<file path="config.mk">
export PLATFORM = sky130hd
export DESIGN_NAME = icsp_program_loader
export DESIGN_NICKNAME = d
export VERILOG_FILES = /design/src/rtl/icsp_pkg.sv /design/src/rtl/icsp_sync_edge.sv /design/src/rtl/icsp_program_loader.sv
export SDC_FILE = /design/constraint.sdc
export NUM_CORES = 1
export LEC_CHECK = 0
export ABC_AREA = 1
export CAP_MARGIN = 20
export CORE_AREA = 4 4 79 81
export CTS_CLUSTER_SIZE = 40
export DETAILED_ROUTE_END_ITERATION = 8
export DIE_AREA = 0 0 83 85
export GPL_TIMING_DRIVEN = 0
export PLACE_DENSITY = 0.78
export SKIP_LAST_GASP = 1
export SLEW_MARGIN = 30
export SYNTH_ARGS = -nofsm -noshare
export SYNTH_HDL_FRONTEND = slang
export SYNTH_SLANG_ARGS = --single-unit
</file>
<file path="constraint.sdc">
create_clock -name master_clk -period 2 [get_ports master_clk]
set_clock_uncertainty 0.1 [all_clocks]
set_input_delay 0.5 -clock master_clk [delete_from_list [all_inputs] [get_ports master_clk]]
set_output_delay 0.5 -clock master_clk [all_outputs]
set_load 0.01 [all_outputs]
</file>
<file path="src/rtl/icsp_pkg.sv">
// Shared command codes, field sizes and FSM state type for the ICSP program loader.
package icsp_pkg;

  localparam int CMD_BITS   = 6;
  localparam int FRAME_BITS = 16;

  localparam logic [CMD_BITS-1:0] CMD_LOAD_DATA  = 6'h02;
  localparam logic [CMD_BITS-1:0] CMD_READ_DATA  = 6'h04;
  localparam logic [CMD_BITS-1:0] CMD_INC_ADDR   = 6'h06;
  localparam logic [CMD_BITS-1:0] CMD_BEGIN_PROG = 6'h08;

  typedef enum logic [2:0] {IDLE, CMD, LOAD, READ, PROG} state_t;

endpackage

</file>
<file path="src/rtl/icsp_sync_edge.sv">
// Two-flop synchroniser for an asynchronous level, with single-cycle rise/fall pulses.
module icsp_sync_edge (
  input  logic clk,
  input  logic rst_n,
  input  logic async_in,
  output logic rise,
  output logic fall
);

  logic meta;
  logic sync_q;
  logic prev;

  always_ff @(posedge clk or negedge rst_n) begin
    if (!rst_n) begin
      meta   <= 1'b0;
      sync_q <= 1'b0;
      prev   <= 1'b0;
    end else begin
      meta   <= async_in;
      sync_q <= meta;
      prev   <= sync_q;
    end
  end

  assign rise = sync_q & ~prev;
  assign fall = ~sync_q & prev;

endmodule

</file>
<file path="src/rtl/icsp_program_loader.sv">
// ICSP serial programming port writing instruction words into program memory.
// Readback of program memory (Read Data command) is built only when ICSP_READBACK_EN is defined.
module icsp_program_loader
  import icsp_pkg::*;
#(
  parameter int ADDR_W      = 12,
  parameter int DATA_W      = 14,
  parameter int PROG_CYCLES = 16
) (
  input  logic              master_clk,
  input  logic              reset,
  input  logic              prog_mode,
  input  logic              icsp_clk,
  input  logic              icsp_data_in,
  output logic              icsp_data_out,
  output logic              icsp_data_oe,
  output logic [ADDR_W-1:0] mem_addr,
  output logic              mem_wr_en,
  output logic [DATA_W-1:0] mem_wr_data,
  input  logic [DATA_W-1:0] mem_rd_data,
  output logic              busy
);

  localparam int CNT_W = $clog2(FRAME_BITS + 1);
  localparam int BSY_W = $clog2(PROG_CYCLES + 1);
  localparam logic [CNT_W-1:0] LAST_CMD_BIT   = CNT_W'(CMD_BITS - 1);
  localparam logic [CNT_W-1:0] LAST_FRAME_BIT = CNT_W'(FRAME_BITS - 1);
  localparam logic [BSY_W-1:0] BUSY_RELOAD    = BSY_W'(PROG_CYCLES - 1);

  state_t            state, state_next;
  logic              clk_rise, clk_fall, pm_rise, pm_fall;
  logic [1:0]        din_sync;
  logic [DATA_W-1:0] shift_in;
  logic [DATA_W:0]   shift_next;
  logic [CMD_BITS-1:0] cmd_code;
  logic [CNT_W-1:0]  bit_cnt;
  logic [BSY_W-1:0]  busy_cnt;
  logic              clk_fall_ok, cmd_done, frame_done;

  icsp_sync_edge u_clk_sync (
    .clk(master_clk), .rst_n(reset), .async_in(icsp_clk), .rise(clk_rise), .fall(clk_fall)
  );

  icsp_sync_edge u_pm_sync (
    .clk(master_clk), .rst_n(reset), .async_in(prog_mode), .rise(pm_rise), .fall(pm_fall)
  );

  // Newest bit enters at the top; after a full frame the data bits sit in shift_next[DATA_W-1:0].
  assign shift_next  = {din_sync[1], shift_in};
  assign cmd_code    = shift_next[DATA_W -: CMD_BITS];
  assign clk_fall_ok = clk_fall & ~busy;
  assign cmd_done    = (state == CMD) && clk_fall_ok && (bit_cnt == LAST_CMD_BIT);
  assign frame_done  = ((state == LOAD) || (state == READ)) && clk_fall_ok &&
                       (bit_cnt == LAST_FRAME_BIT);

  always_ff @(posedge master_clk or negedge reset) begin
    if (!reset) state <= IDLE;
    else        state <= state_next;
  end

  always_comb begin
    state_next = state;
    if (pm_fall) begin
      state_next = IDLE;
    end else begin
      case (state)
        IDLE: if (pm_rise) state_next = CMD;
        CMD: begin
          if (cmd_done) begin
            case (cmd_code)
              CMD_LOAD_DATA:  state_next = LOAD;
`ifdef ICSP_READBACK_EN
              CMD_READ_DATA:  state_next = READ;
`endif
              CMD_BEGIN_PROG: state_next = PROG;
              default:        state_next = CMD;
            endcase
          end
        end
        LOAD:    if (frame_done) state_next = CMD;
        READ:    if (frame_done) state_next = CMD;
        PROG:    state_next = CMD;
        default: state_next = IDLE;
      endcase
    end
  end

  // The strobe is suppressed in the cycle an abort is seen so no write escapes.
  always_comb begin
    mem_wr_en = 1'b0;
    busy      = (busy_cnt != '0);
    if (state == PROG) begin
      busy      = 1'b1;
      mem_wr_en = ~pm_fall;
    end
  end

  always_ff @(posedge master_clk or negedge reset) begin
    if (!reset) begin
      din_sync    <= '0;
      shift_in    <= '0;
      bit_cnt     <= '0;
      mem_addr    <= '0;
      mem_wr_data <= '0;
      busy_cnt    <= '0;
    end else begin
      din_sync <= {din_sync[0], icsp_data_in};
      if (clk_fall_ok && (state == CMD || state == LOAD || state == READ)) begin
        shift_in <= shift_next[DATA_W:1];
        bit_cnt  <= bit_cnt + 1'b1;
      end
      if (cmd_done || (state_next != state)) bit_cnt <= '0;
      if (state == IDLE && state_next == CMD) mem_addr <= '0;
      if (cmd_done && !pm_fall && cmd_code == CMD_INC_ADDR) mem_addr <= mem_addr + 1'b1;
      if (state == LOAD && frame_done && !pm_fall) mem_wr_data <= shift_next[DATA_W-1:0];
      if (state == PROG && !pm_fall) busy_cnt <= BUSY_RELOAD;
      else if (busy_cnt != '0)       busy_cnt <= busy_cnt - 1'b1;
    end
  end

`ifdef ICSP_READBACK_EN
  logic [FRAME_BITS-1:0] read_frame, out_shift;
  logic                  out_bit, out_en;

  assign read_frame = {1'b0, mem_rd_data, 1'b0};

  // The frame is captured on the first rising edge so the memory has had the whole command to settle.
  always_ff @(posedge master_clk or negedge reset) begin
    if (!reset) begin
      out_shift <= '0;
      out_bit   <= 1'b0;
      out_en    <= 1'b0;
    end else if (state_next != READ) begin
      out_shift <= '0;
      out_bit   <= 1'b0;
      out_en    <= 1'b0;
    end else if (clk_rise && !busy) begin
      if (!out_en) begin
        out_en    <= 1'b1;
        out_bit   <= read_frame[0];
        out_shift <= read_frame >> 1;
      end else begin
        out_bit   <= out_shift[0];
        out_shift <= out_shift >> 1;
      end
    end
  end

  assign icsp_data_out = out_bit;
  assign icsp_data_oe  = out_en;
`else
  logic unused_readback;
  assign unused_readback = clk_rise ^ (^mem_rd_data);
  assign icsp_data_out   = 1'b0;
  assign icsp_data_oe    = 1'b0;
`endif

endmodule

</file>
# After elaboration in Yosys (flattened, before gate mapping)

Cells that the tools add are included.

Flip-flop bits (word level): 61
Output and inout bits: 30
Logic and storage cells: 72

$add $sub $neg: 3
Eq/ne operators: 11
Multiplexer cells: 14
Bitwise gates (word level): 9
Reduce and logical (&&, ||, !) cells: 22

Operators by type and width:

| cell                                                 | number |
|---|---|
| two-way mux 12 bit                                   | 2 |
| two-way mux 5 bit                                    | 4 |
| adder 12 x 1 -> 12 bit (second input constant)       | 1 |
| two-way mux 3 bit                                    | 4 |
| case mux 3 bit (4 select lines)                      | 1 |
| logical AND 1 bit                                    | 11 |
| equality test 3 x 1 -> 1 bit (second input constant) | 2 |
| equality test 3 x 2 -> 1 bit (second input constant) | 2 |
| equality test 6 x 2 -> 1 bit (second input constant) | 1 |
| equality test 6 x 3 -> 1 bit (second input constant) | 1 |
| equality test 6 x 4 -> 1 bit (second input constant) | 1 |
| case mux 3 bit (2 select lines)                      | 1 |
| nonzero test 2 bit                                   | 3 |
| adder 5 x 1 -> 5 bit (second input constant)         | 1 |
| equality test 5 x 3 -> 1 bit (second input constant) | 1 |
| equality test 5 x 4 -> 1 bit (second input constant) | 1 |
| NOT 1 bit                                            | 5 |
| nonzero test 5 bit                                   | 1 |
| subtractor 5 x 1 -> 5 bit (second input constant)    | 1 |
| bitwise AND 1 bit                                    | 4 |
| logical OR 1 bit                                     | 4 |
| equality test 3 bit (second input constant)          | 1 |
| zero test 3 bit                                      | 1 |
| != test 3 bit                                        | 1 |
| other kinds (3)                                      | 4 |

# Logic depth before layout (Yosys ltp)

Word-level depth: 13
Gate-level depth with buffers: 14
Gate-level depth less buffers: 14

# Hierarchy

From an unflattened synthesis, not the netlist that was laid out.

Cell total of the unflattened synthesis: 320
Area, all modules: 2798.9 µm²

Modules (own cells, without submodules):

| module              | times used | cells each | area each (µm²) | seq. area each (µm²) |
|---|---|---|---|---|
| icsp_program_loader | 1          | 306        | 2618.8          | 1376.3 |
| icsp_sync_edge      | 2          | 7          | 90.1            | 75.1 |

# Worst setup path after synthesis

Ideal clock, no wire load.

Kind: flip-flop to flip-flop
Start: register bit_cnt[0]
End: register mem_wr_data[10]
Setup time: 130 ps
Data arrival time: 1594 ps
Required time: 1770 ps
Slack: 176 ps
Cell stages (with the launch flop): 13
Buffers on the path: 1
Period minus slack after synthesis: 1824 ps
Cells stage by stage: dfrtp_1 ha_1 inv_1 nor3_1 ha_1 inv_1 nor2_1 nand4_1 inv_1 nand3_2 buf_2 nand2_1 o21ai_0

Longest elaborated chain between the ends: 4

Ends and longest elaborated chain:

| what                            | RTL line                   | source |
|---|---|---|
| start: declaration              | icsp_program_loader.sv:36  | `logic [CNT_W-1:0] bit_cnt;` |
| start signal: assignment        | icsp_program_loader.sv:110 | `bit_cnt <= bit_cnt + 1'b1;` |
| equality test 5 x 4 -> 1 bit    | icsp_program_loader.sv:54  | `(bit_cnt == LAST_FRAME_BIT);` |
| logical AND 1 bit               | icsp_program_loader.sv:53  | `assign frame_done = ((state == LOAD) \|\| (state == READ)) && clk_fall_ok &&` |
| logical AND 1 bit (2 in series) | icsp_program_loader.sv:115 | `if (state == LOAD && frame_done && !pm_fall) mem_wr_data <= shift_next[DATA_W-1:0];` |
| end signal: assignment          | icsp_program_loader.sv:115 |  |
| end: declaration                | icsp_program_loader.sv:19  | `output logic [DATA_W-1:0] mem_wr_data,` |

Every way passes these cells.
A chain may end at the register's enable or synchronous reset.

# Worst setup path after layout

Start: register busy_cnt[1]
End: output busy

Longest elaborated chain between the ends: 2

Ends and longest elaborated chain:

| what                     | RTL line                   | source |
|---|---|---|
| start: declaration       | icsp_program_loader.sv:37  | `logic [BSY_W-1:0] busy_cnt;` |
| start signal: assignment | icsp_program_loader.sv:117 | `else if (busy_cnt != '0) busy_cnt <= busy_cnt - 1'b1;` |
| nonzero test 5 bit       | icsp_program_loader.sv:91  | `busy = (busy_cnt != '0);` |
| two-way mux 1 bit        | icsp_program_loader.sv:92  | `if (state == PROG) begin` |
| end: declaration         | icsp_program_loader.sv:21  | `output logic busy` |

Every way passes these cells.

==> metrics.txt <==
# TYPE chip_impl_metric gauge
chip_impl_metric{name="cts_num_sinks",unit=""} 61
chip_impl_metric{name="vias_in_the_first_global_route",unit=""} 2365
chip_impl_metric{name="place_area",unit="um2"} 3280
chip_impl_info{name="worst_r2r_startpoint",value="bit_cnt[1]"} 1
chip_impl_metric{name="average_cell_area_after_synthesis",unit="um2"} 8.96
chip_impl_info{name="timing.critical_path.slowest_stage_cell",value="dfrtp_1"} 1
chip_impl_metric{name="setup_viol",unit=""} 3
chip_impl_metric{name="io_buffers",unit=""} 32
chip_impl_metric{name="floorplan.die.height",unit="um"} 85
chip_impl_info{name="cp-end-kind",value="output port"} 1
chip_impl_info{name="clock_tree_from_tritoncts",value="built"} 1
chip_impl_metric{name="worst-r2r-cell-count",unit=""} 12
chip_impl_metric{name="post_drt_wl_per_cell",unit="um"} 13.7
chip_impl_metric{name="detail_route.first_pass.iterations",unit=""} 4
chip_impl_info{name="critPathMostFrequentCell",value="inv_2"} 1
chip_impl_metric{name="antenna_found_initial",unit=""} 0
chip_impl_metric{name="final_net_count",unit=""} 418
chip_impl_info{name="startpoint_kind_of_the_worst_setup_timing_path",value="flop"} 1
chip_impl_metric{name="number_of_antenna_cells_inserted",unit=""} 0
chip_impl_metric{name="drc",unit=""} 0
chip_impl_info{name="critPathLaunch",value="busy_cnt[1]"} 1
chip_impl_metric{name="clk_latency",unit="ps"} 340
chip_impl_info{name="crit_path_cell_trace",value="inv_2 > ha_4 > nand2_4 > nor2_4 > inv_2 > a21oi_2 > inv_1 > buf_2"} 1
chip_impl_metric{name="cp_data_required_time",unit="ps"} 1400
chip_impl_metric{name="drt-total-wl",unit="mm"} 6.44
chip_impl_metric{name="critPathMaxStageDelay",unit="ps"} 400
chip_impl_metric{name="grt_max_degree",unit=""} 34
chip_impl_info{name="timing.hold.worst.class",value="reg2reg"} 1
chip_impl_metric{name="initialDrtViolationCount",unit=""} 129
chip_impl_metric{name="globalRouteTotalUtil",unit=""} 0.184
chip_impl_metric{name="clock_power_share",unit=""} 0.394
chip_impl_metric{name="floorplan.initialDensity",unit=""} 0.521
chip_impl_metric{name="power_per_cell_area",unit="nW/um2"} 731
chip_impl_metric{name="finalWeightedCongestion",unit=""} 0.864
chip_impl_metric{name="ctsHtreeMaxLevel",unit=""} 3
chip_impl_metric{name="finish.cell_count_without_fillers",unit=""} 470
chip_impl_metric{name="ir_drop",unit="V"} 0.000539
chip_impl_metric{name="layout-area-overhead-vs-synth",unit="%"} 38.7
chip_impl_metric{name="yosys.cell_types.count",unit=""} 39
chip_impl_metric{name="post-route-min-period",unit="ps"} 2090
chip_impl_info{name="layout_commonest_cell",value="dfrtp_1"} 1
chip_impl_info{name="outcome",value="finished with violations"} 1
chip_impl_metric{name="core_area",unit="um2"} 5470
chip_impl_metric{name="yosys_register_bits",unit=""} 61
chip_impl_info{name="violations_in_the_final_reports",value="setup timing"} 1
chip_impl_metric{name="fin_ws",unit="ps"} -91.0
chip_impl_info{name="cp-endpoint",value="busy"} 1
chip_impl_metric{name="final-hold-violation-count",unit=""} 0
chip_impl_metric{name="p_leak",unit="uW"} 0.00176
chip_impl_metric{name="fillers",unit=""} 395
chip_impl_metric{name="synthesis.instances",unit=""} 318
chip_impl_metric{name="drv.max_cap_violation_count",unit=""} 0
chip_impl_metric{name="critical_path_peak_fanout",unit=""} 2
chip_impl_metric{name="via_count",unit=""} 2414
chip_impl_metric{name="final_antenna_net_count",unit=""} 0
chip_impl_info{name="mostFrequentLayoutCells",value="57 x dfrtp_1, 47 x nand2_1, 44 x inv_1"} 1
chip_impl_metric{name="gr-total-overflow",unit=""} 0
chip_impl_metric{name="dp_cells",unit=""} 424
chip_impl_metric{name="timing.fmax",unit="MHz"} 478
chip_impl_metric{name="fin_area",unit="um2"} 3950
chip_impl_metric{name="floorplan.io_pins",unit=""} 49
chip_impl_metric{name="cp.depth",unit=""} 8
chip_impl_metric{name="setup_slack_on_the_worst_flop_to_flop_path",unit="ps"} 0
chip_impl_metric{name="avgViaCountPerCell",unit=""} 5.14
chip_impl_metric{name="placement_rows",unit=""} 27
chip_impl_metric{name="pwr-share-comb",unit=""} 0.127
chip_impl_metric{name="total_power_after_layout",unit="uW"} 2890
chip_impl_metric{name="layout_worst_path_cycle_share",unit=""} 1.05
chip_impl_metric{name="fraction_of_final_layout_cells_sized_beyond_drive_strength_1",unit=""} 0.291
chip_impl_metric{name="path_clk_slew",unit="ps"} 70
chip_impl_metric{name="seq_power_share",unit=""} 0.479
chip_impl_metric{name="synth_area",unit="um2"} 2850
chip_impl_metric{name="place_hpwl",unit="mm"} 3.97
chip_impl_metric{name="dieArea",unit="um2"} 7060
chip_impl_metric{name="intPower",unit="uW"} 2070
chip_impl_metric{name="tritoncts.num_buffers",unit=""} 9
chip_impl_metric{name="p_sw_frac",unit=""} 0.284
chip_impl_metric{name="grt_first_pass_wirelength",unit="mm"} 10.4
chip_impl_info{name="cts_root_buffer",value="clkbuf_8"} 1
chip_impl_metric{name="ys.warnings.count",unit=""} 0
chip_impl_metric{name="place_worst_setup_slack",unit="ps"} -271
chip_impl_metric{name="timing.critical_path.arrival",unit="ps"} 1490
chip_impl_info{name="regToRegEndpoint",value="mem_wr_data[11]"} 1
chip_impl_metric{name="synth.yosys.seq_area_share",unit=""} 0.536
chip_impl_metric{name="power.switching",unit="uW"} 822
chip_impl_info{name="cp_top_delay_family",value="flip-flops"} 1
chip_impl_metric{name="maxSlewViolCount",unit=""} 0
chip_impl_metric{name="cp_num_buf_inv",unit=""} 4
chip_impl_metric{name="max-clock-path-buffers",unit=""} 2
chip_impl_metric{name="die_w",unit="um"} 83
chip_impl_info{name="crit_type",value="reg2out"} 1
chip_impl_info{name="setup_repair_after_global_routing_missed_its_margin",value="true"} 1
-- how the worst min path moves through the flow --
| stage | from | to | slack, ps | cells after the start |
|---|---|---|---|---|
| CTS | u_clk_sync.meta | u_clk_sync.sync_q | 250 | 0 |
| finish | u_clk_sync.meta | u_clk_sync.sync_q | 250 | 0 |
| global placement | u_pm_sync.meta | u_pm_sync.sync_q | 240 | 0 |
| global route | u_clk_sync.meta | u_clk_sync.sync_q | 270 | 0 |
| floorplan | reset | bit_cnt[0] | 100 | 0 |
| detailed placement | u_clk_sync.meta | u_clk_sync.sync_q | 240 | 0 |
-- per-layer routing --
metal | global-route usage | up-vias | routed length [um]
li1 | - | 1164 | -
met1 | 0.217 | 1182 | 2720
met2 | 0.305 | 56 | 3290
met3 | 0.0689 | 12 | 312
met4 | 0.0713 | 0 | 127
met5 | 0 | - | 0
-- sequential cells by signal, indices dropped and copies added, names as in the netlist --
register / cells
u_pm_sync.meta: 1
u_pm_sync.sync_q: 1
busy_cnt: 5
mem_addr: 12
u_pm_sync.prev: 1
mem_wr_data: 14
bit_cnt: 5
shift_in: 14
din_sync: 2
state: 3
u_clk_sync.meta: 1
u_clk_sync.prev: 1
u_clk_sync.sync_q: 1
-- worst reg2reg max path, cell delays in order (launching register included) --
cell       delay, ps
dfrtp_1          370
ha_2             190
inv_2             40
nor3_2           110
ha_2             190
inv_1             40
nor2_1            90
nand4_1          150
inv_2            140
nand3_4          160
clkbuf_16        220
nand2_2           50
o21ai_1           60
-- logic make-up after synthesis --
family	Yosys count	share of synthesized area
AOI/OAI and AO/OA	52	0.102
xor gates and xnor gates	11	0.0338
adders and majority gates	6	0.0263
buffers and inverters	60	0.0874
DFF	61	0.536
muxes	1	0.00395
other	1	0.00132
and+or+nand+nor	126	0.210
-- cell type report --
| type | instances | area, um2 | share of cell area |
|---|---|---|---|
| timing repair buffer | 62 | 594 | 0.150 |
| tap | 72 | 90.1 | 0.0228 |
| buffer | 8 | 71.3 | 0.0180 |
| clock buffer | 10 | 138 | 0.0348 |
| multi-input combinational | 199 | 1260 | 0.318 |
| clock inverter | 6 | 71.3 | 0.0180 |
| inverter | 52 | 199 | 0.0503 |
| sequential | 61 | 1530 | 0.387 |
-- cell usage after synthesis --
| master | number | area, um2 |
|---|---|---|
| dfrtp_1 | 61 | 1530 |
| nand2_1 | 59 | 221 |
| inv_1 | 48 | 180 |
| nor2_1 | 27 | 101 |
| o21ai_0 | 26 | 130 |
| nand3_1 | 11 | 55.1 |
| nor3_1 | 10 | 50.1 |
| xor2_1 | 10 | 87.6 |
| o21ai_1 | 8 | 40.0 |
| a21oi_1 | 6 | 30.0 |
| ha_1 | 6 | 75.1 |
| nand3_2 | 4 | 40.0 |
| nand4_1 | 4 | 25.0 |
| o22ai_1 | 4 | 25.0 |
| buf_2 | 3 | 15.0 |
| nand2_2 | 3 | 18.8 |
| buf_4 | 2 | 15.0 |
| inv_2 | 2 | 7.51 |
| nor2_2 | 2 | 12.5 |
| nor2_4 | 2 | 22.5 |
| o211ai_1 | 2 | 15.0 |
| a21oi_2 | 1 | 8.76 |
| a31oi_1 | 1 | 6.26 |
| buf_6 | 1 | 11.3 |
| clkbuf_1 | 1 | 3.75 |
| clkbuf_2 | 1 | 5.00 |
| clkinv_2 | 1 | 5.00 |
| conb_1 | 1 | 3.75 |
| inv_4 | 1 | 6.26 |
| mux2_2 | 1 | 11.3 |
| nand2_4 | 1 | 11.3 |
| nand3_4 | 1 | 17.5 |
| nor3_4 | 1 | 16.3 |
| nor4_1 | 1 | 6.26 |
| o21a_1 | 1 | 7.51 |
| o21bai_1 | 1 | 7.51 |
| o22ai_2 | 1 | 12.5 |
| o31ai_1 | 1 | 7.51 |
| xnor2_1 | 1 | 8.76 |
-- power groups by stage --
| stage | combinational [uW] | sequential, uW | clock, uW |
|---|---|---|---|
| after global routing | 426 | 1400 | 1220 |
| after global placement | 279 | 1410 | 0 |
| after detailed placement | 297 | 1410 | 0 |
| after CTS | 337 | 1380 | 1170 |
| after floorplan | 206 | 1390 | 0 |
| final | 367 | 1380 | 1140 |
-- timing repair --
| action | in CTS | in global routing |
|---|---|---|
| hold endpoints to repair | 28 | 0 |
| cloned | 0 | 3 |
| hold buffers | 1 | 0 |
| gates resized for setup | 26 | 56 |
| endpoints found under the setup margin | 18 | 36 |
| pin swaps | 3 | 4 |
| buffers inserted | 15 | 12 |
-- per-stage QoR --
step / util / TNS (ps) / hold WS, ps
6_report: 0.722 / -96.6 / 253
5_1_grt: 0.722 / -2400 / 271
4_1_cts: 0.671 / -122 / 254
3_5_place_dp: 0.600 / -2070 / 238
3_3_place_gp: 0.596 / -98280 / 235
2_1_floorplan: - / 0 / 104
(Power assumes the default switching activity.)
